==> src/rtl/mem_access_unit.sv <==
// MEM-stage load/store unit: issues one valid/ready data-memory request per access,
// stalls the pipeline until the response arrives, and aligns store data and load results.
module mem_access_unit #(
  parameter int ADDR_W  = 32,
  parameter int TIMEOUT = 64
) (
  input  logic              clk,
  input  logic              rst,
  input  logic [63:0]       ALUResult,
  input  logic [63:0]       rd_data2,
  input  logic              MemRead,
  input  logic              MemWrite,
  input  logic [7:0]        wmask,
  input  logic [31:0]       inst_in,
  output logic              dmem_req_valid,
  input  logic              dmem_req_ready,
  output logic              dmem_we,
  output logic [ADDR_W-1:0] dmem_addr,
  output logic [63:0]       dmem_wdata,
  output logic [7:0]        dmem_wstrb,
  input  logic              dmem_rsp_valid,
  input  logic [63:0]       dmem_rdata,
  output logic              stall_o,
  output logic [63:0]       load_data_o,
  output logic              load_valid_o,
  output logic              misaligned_o,
  output logic              bus_err_o
);

  localparam int CW = $clog2(TIMEOUT);

  typedef enum logic [1:0] {IDLE, REQ, WAIT, DONE} state_t;
  state_t state, state_next;

  logic [ADDR_W-1:0] addr_reg;
  logic              we_reg;
  logic [63:0]       wdata_reg;
  logic [7:0]        wstrb_reg;
  logic [2:0]        funct3_reg;
  logic [2:0]        off_reg;
  logic [CW-1:0]     cnt_reg;
  logic [63:0]       load_data_reg;
  logic              bus_err_reg;

  logic [2:0]  off;
  logic [2:0]  funct3;
  logic [3:0]  size_bytes;
  logic        acc;
  logic        mis;
  logic        launch;
  logic        capture;
  logic        err;
  logic        timeout;
  logic [63:0] shifted;
  logic [63:0] ext;

  logic unused;
  assign unused = ^{inst_in[31:15], inst_in[11:0], ALUResult[63:ADDR_W]};

  assign off        = ALUResult[2:0];
  assign funct3     = inst_in[14:12];
  assign size_bytes = 4'd1 << funct3[1:0];
  assign acc        = MemRead | MemWrite;
  assign mis        = acc && (({1'b0, off} + size_bytes) > 4'd8);
  assign launch     = (state == IDLE) && acc && !mis;
  assign timeout    = (cnt_reg == CW'(TIMEOUT - 1));

  always_comb begin
    state_next = state;
    capture    = 1'b0;
    err        = 1'b0;
    case (state)
      IDLE: if (launch) state_next = REQ;
      REQ: begin
        if (dmem_req_ready && dmem_rsp_valid) begin
          capture    = 1'b1;
          state_next = DONE;
        end else if (timeout) begin
          err        = 1'b1;
          state_next = DONE;
        end else if (dmem_req_ready) begin
          state_next = WAIT;
        end
      end
      WAIT: begin
        if (dmem_rsp_valid) begin
          capture    = 1'b1;
          state_next = DONE;
        end else if (timeout) begin
          err        = 1'b1;
          state_next = DONE;
        end
      end
      DONE:    state_next = IDLE;
      default: state_next = IDLE;
    endcase
  end

  // Byte-lane extraction, then size truncation with sign/zero extension.
  always_comb begin
    shifted = dmem_rdata >> {off_reg, 3'b000};
    ext     = shifted;
    case (funct3_reg[1:0])
      2'd0: ext = funct3_reg[2] ? {56'd0, shifted[7:0]}  : {{56{shifted[7]}},  shifted[7:0]};
      2'd1: ext = funct3_reg[2] ? {48'd0, shifted[15:0]} : {{48{shifted[15]}}, shifted[15:0]};
      2'd2: ext = funct3_reg[2] ? {32'd0, shifted[31:0]} : {{32{shifted[31]}}, shifted[31:0]};
      default: ext = shifted;
    endcase
  end

  always_ff @(posedge clk) begin
    if (rst) begin
      state         <= IDLE;
      addr_reg      <= '0;
      we_reg        <= 1'b0;
      wdata_reg     <= '0;
      wstrb_reg     <= '0;
      funct3_reg    <= '0;
      off_reg       <= '0;
      cnt_reg       <= '0;
      load_data_reg <= '0;
      bus_err_reg   <= 1'b0;
    end else begin
      state       <= state_next;
      bus_err_reg <= err;
      if (launch) begin
        // A simultaneous read+write is treated as a read, so no strobes.
        addr_reg   <= {ALUResult[ADDR_W-1:3], 3'b000};
        we_reg     <= MemWrite && !MemRead;
        wdata_reg  <= rd_data2 << {off, 3'b000};
        wstrb_reg  <= MemRead ? 8'h00 : (wmask << off);
        funct3_reg <= funct3;
        off_reg    <= off;
        cnt_reg    <= '0;
      end else if (state == REQ || state == WAIT) begin
        cnt_reg <= cnt_reg + 1'b1;
      end
      if (err)
        load_data_reg <= '0;
      else if (capture && !we_reg)
        load_data_reg <= ext;
    end
  end

  assign dmem_req_valid = (state == REQ);
  assign dmem_we        = we_reg;
  assign dmem_addr      = addr_reg;
  assign dmem_wdata     = wdata_reg;
  assign dmem_wstrb     = wstrb_reg;
  assign stall_o        = launch || (state == REQ) || (state == WAIT);
  assign load_data_o    = load_data_reg;
  assign load_valid_o   = (state == DONE) && !we_reg;
  assign misaligned_o   = (state == IDLE) && mis;
  assign bus_err_o      = bus_err_reg;

endmodule

==> config.mk <==
export PLATFORM = sky130hd
export DESIGN_NAME = mem_access_unit
export DESIGN_NICKNAME = d
export VERILOG_FILES = /design/src/rtl/mem_access_unit.sv
export SDC_FILE = /design/constraint.sdc
export NUM_CORES = 1
export LEC_CHECK = 0
export CAP_MARGIN = 20
export CELL_PAD_IN_SITES_DETAIL_PLACEMENT = 2
export CELL_PAD_IN_SITES_GLOBAL_PLACEMENT = 2
export CORE_MARGIN = 2
export CORE_UTILIZATION = 25
export DETAILED_ROUTE_END_ITERATION = 12
export GPL_TIMING_DRIVEN = 0
export PLACE_DENSITY = 0.85
export SYNTH_ARGS = -nofsm -noshare
export SYNTH_HDL_FRONTEND = slang
export SYNTH_SLANG_ARGS = --single-unit
export TNS_END_PERCENT = 10
==> constraint.sdc <==
create_clock -name clk -period 3.5 [get_ports clk]
set_clock_uncertainty 0.2 [all_clocks]
set_input_delay 0.35 -clock clk [delete_from_list [all_inputs] [get_ports clk]]
set_output_delay 0.35 -clock clk [all_outputs]
set_load 0.005 [all_outputs]
==> reports/metrics.yaml <==
grt:
  grt_pass1_vias: 11700
  grt-ovfl-total: 0
  antenna_found_initial: 4
  grt_max_degree: 17
  grt_first_pass_wirelength_mm: 75.9
  grtUsageTotal_pct: 24.7
clock_network:
  htree_levels: 4
  clockBufferDepth: 2
  cts_tree: "yes"
  numCtsBuffers: 17
  clock_latency_ns: 0.46
  ctsHoldBuffers: 0
  cts-root-buf: "clkbuf_16"
  cts.sinks: 181
  clk_pin_slew_ns: 0.07
floorplanning:
  fp.dieArea_um2: 41000
  initial_core_util_pct: 25.4
  die_x_um: 202
  die_h_um: 202
  core-area_um2: 38700
  placementRows: 72
  io_pins: 412
critical_path:
  critPathKind: "in -> out"
  cp.arrival_ns: 2.92
  critPathMaxFanout: 10
  slowest_delay_ns: 0.52
  slowest_stage: "clkdlybuf4s50_1"
  cp-end-kind: "primary output"
  crit_path_start_kind: "input pin"
  crit_chain: "clkdlybuf4s15_1 -> nor2b_1 -> ha_1 -> a211oi_1 -> a211oi_2 -> a211oi_4 -> buf_6 -> or3_1 -> clkdlybuf4s50_1"
  worstPathRequired_ns: 2.95
  regToRegSetupSlack_ns: 0.31
sta:
  period_share_pct: 99.0
  finalSetupTns_ns: 0
  final-hold-violation-count: 0
  fmax_mhz: 289
  whs_ns: 0.239
  finalSetupViolations: 0
  finalWorstSetupSlack_ns: 0.0345
  slew_viol_final: 0
  slew_headroom_pct: 25.6
  period_needed_ns: 3.47
  rsz0062_at_grt: "yes"
  worst_slew_pin_slew_ns: 1.11
routing:
  first_iter_violations: 590
  viasPerCell: 5.34
  drt_first_pass_iters: 6
  drc: 0
  routed_wirelength_mm: 51.0
  vias: 10500
  wire_per_inst_um: 25.9
  antenna_left: 0
logic_synthesis:
  yosysUniqueCellTypes: 56
  avgSynthCellArea_um2: 9.23
  yosys_warnings: 0
  yosysTopAreaCell: "dfxtp_1"
  yosys_most_used_dff: "dfxtp_1"
  yosysTopAreaCellShare_pct: 36.8
  syn_inst: 1066
  netlist_top_cells_count: "dfxtp_1 (181), mux2i_1 (122), nor2_1 (103)"
  syn_area_um2: 9840
  ys_seq_elements: 181
  synth_edf_count: 0
  yosys.cell_count.top_type: "dfxtp_1"
  ys_async_sr_fraction_pct: 0
  synth_seq_area_share_pct: 36.8
  synth_area_leaders: "dfxtp_1 (37%), mux2i_1 (12%), o221a_2 (6.3%)"
layout:
  fin_nets: 1684
  syn2layout_area_growth_pct: 48.7
  final_layout_size_suffix_gt1_share_pct: 11.9
  utilization_pct: 37.8
power_and_ir_drop:
  total_power_mw: 8.09
  power_density_nw_per_um2: 553
  vdd_drop_max_mv: 0.378
  p_leak_nw: 5.24
placement:
  place_hpwl_mm: 40.4
  place_congestion: 0.897
  portBuffers: 347
  place_ws_ns: -0.879
outcome:
  status: "finished clean"
flow_run:
  timing.max_cap.violations: 0
min_path:
  hold_path_class: "in -> reg"
-- cell families after synthesis --
| group | after synthesis | share of synthesized area, % |
|---|---|---|
| AO/OA/AOI/OAI | 309 | 24.0 |
| XOR/XNOR | 6 | 0.534 |
| adder cells (fa/ha/maj) | 9 | 1.22 |
| buffers and inverters | 112 | 5.07 |
| flip-flops | 181 | 36.8 |
| multiplexers | 165 | 19.6 |
| other | 1 | 0.0381 |
| AND/OR/NAND/NOR | 283 | 12.7 |
-- report_power, final --
| group | leakage [nW] | internal [mW] | switching [mW] |
|---|---|---|---|
| clock network | 0.285 | 1.08 | 0.931 |
| registers | 1.47 | 2.41 | 0.228 |
| logic | 3.48 | 1.58 | 1.86 |
| total | 5.24 | 5.07 | 3.02 |
-- critical path, delay by kind of cell --
family                   cells  cell delay [ns]
AO/OA/AOI/OAI                3             0.87
adder cells (fa/ha/maj)      1             0.35
buffers and inverters        3             1.01
AND/OR/NAND/NOR              2             0.34
-- metrics by stage --
step                cells  cell area (um2)
floorplan            1068             9850
global placement     1933            14000
detailed placement   1935            14000
CTS                  1968            14600
global route         1970            14600
finish               1971            14600
-- layer usage --
layer,track usage (%),share of wire (%),vias to the layer above
li1,-,-,4718
met1,28.5,40,5280
met2,43.6,50,446
met3,6.42,7.1,84
met4,9.36,3.3,2
met5,0,0.025,-
-- worst paths after layout --
kind | start | endpoint | depth (start not counted)
hold / removal | ALUResult[17] | dmem_addr[17] | 3
setup reg to reg | state[1] | load_data_o[46] | 10
setup / recovery | inst_in[13] | stall_o | 9
hold reg to reg | dmem_addr[3] | dmem_addr[3] | 2
-- timing repair --
action | CTS | global route
setup endpoints to repair | 68 | 12
pin swaps | 1 | 0
gates resized for setup | 10 | 7
buffers inserted | 1 | 0
-- placed cells by master, fill, tap and decap left out, drive strengths merged, types with 3 or more instances in the layout --
cell / n
mux4: 20
nor2: 103
a211oi: 58
nand3b: 3
clkinv: 5
ha: 8
clkbuf: 74
xor2: 3
nor3: 16
inv: 17
o2bb2ai: 4
conb: 3
nor2b: 25
a22o: 35
or2: 4
a31oi: 5
clkdlybuf4s50: 343
a311oi: 4
o211ai: 4
nand2b: 8
mux2: 23
a221o: 11
dfxtp: 181
diode: 3
xnor2: 3
buf: 47
nand2: 102
and3: 3
mux2i: 122
nand3: 4
and2: 9
o221a: 56
o22ai: 24
a21oi: 68
o21ai: 29
-- area by class of cell --
class                           count  area (um2)
Antenna cell                        3        7.51
Buffer                             99         459
Clock buffer                       19         443
Clock inverter                     13         146
Fill cell                        4253       24100
Inverter                           13        48.8
Multi-Input combinational cell    775        5770
Sequential cell                   181        3620
Tap cell                          518         648
Timing Repair Buffer              350        3500
No activity file was read; power rests on OpenSTA's default activity.
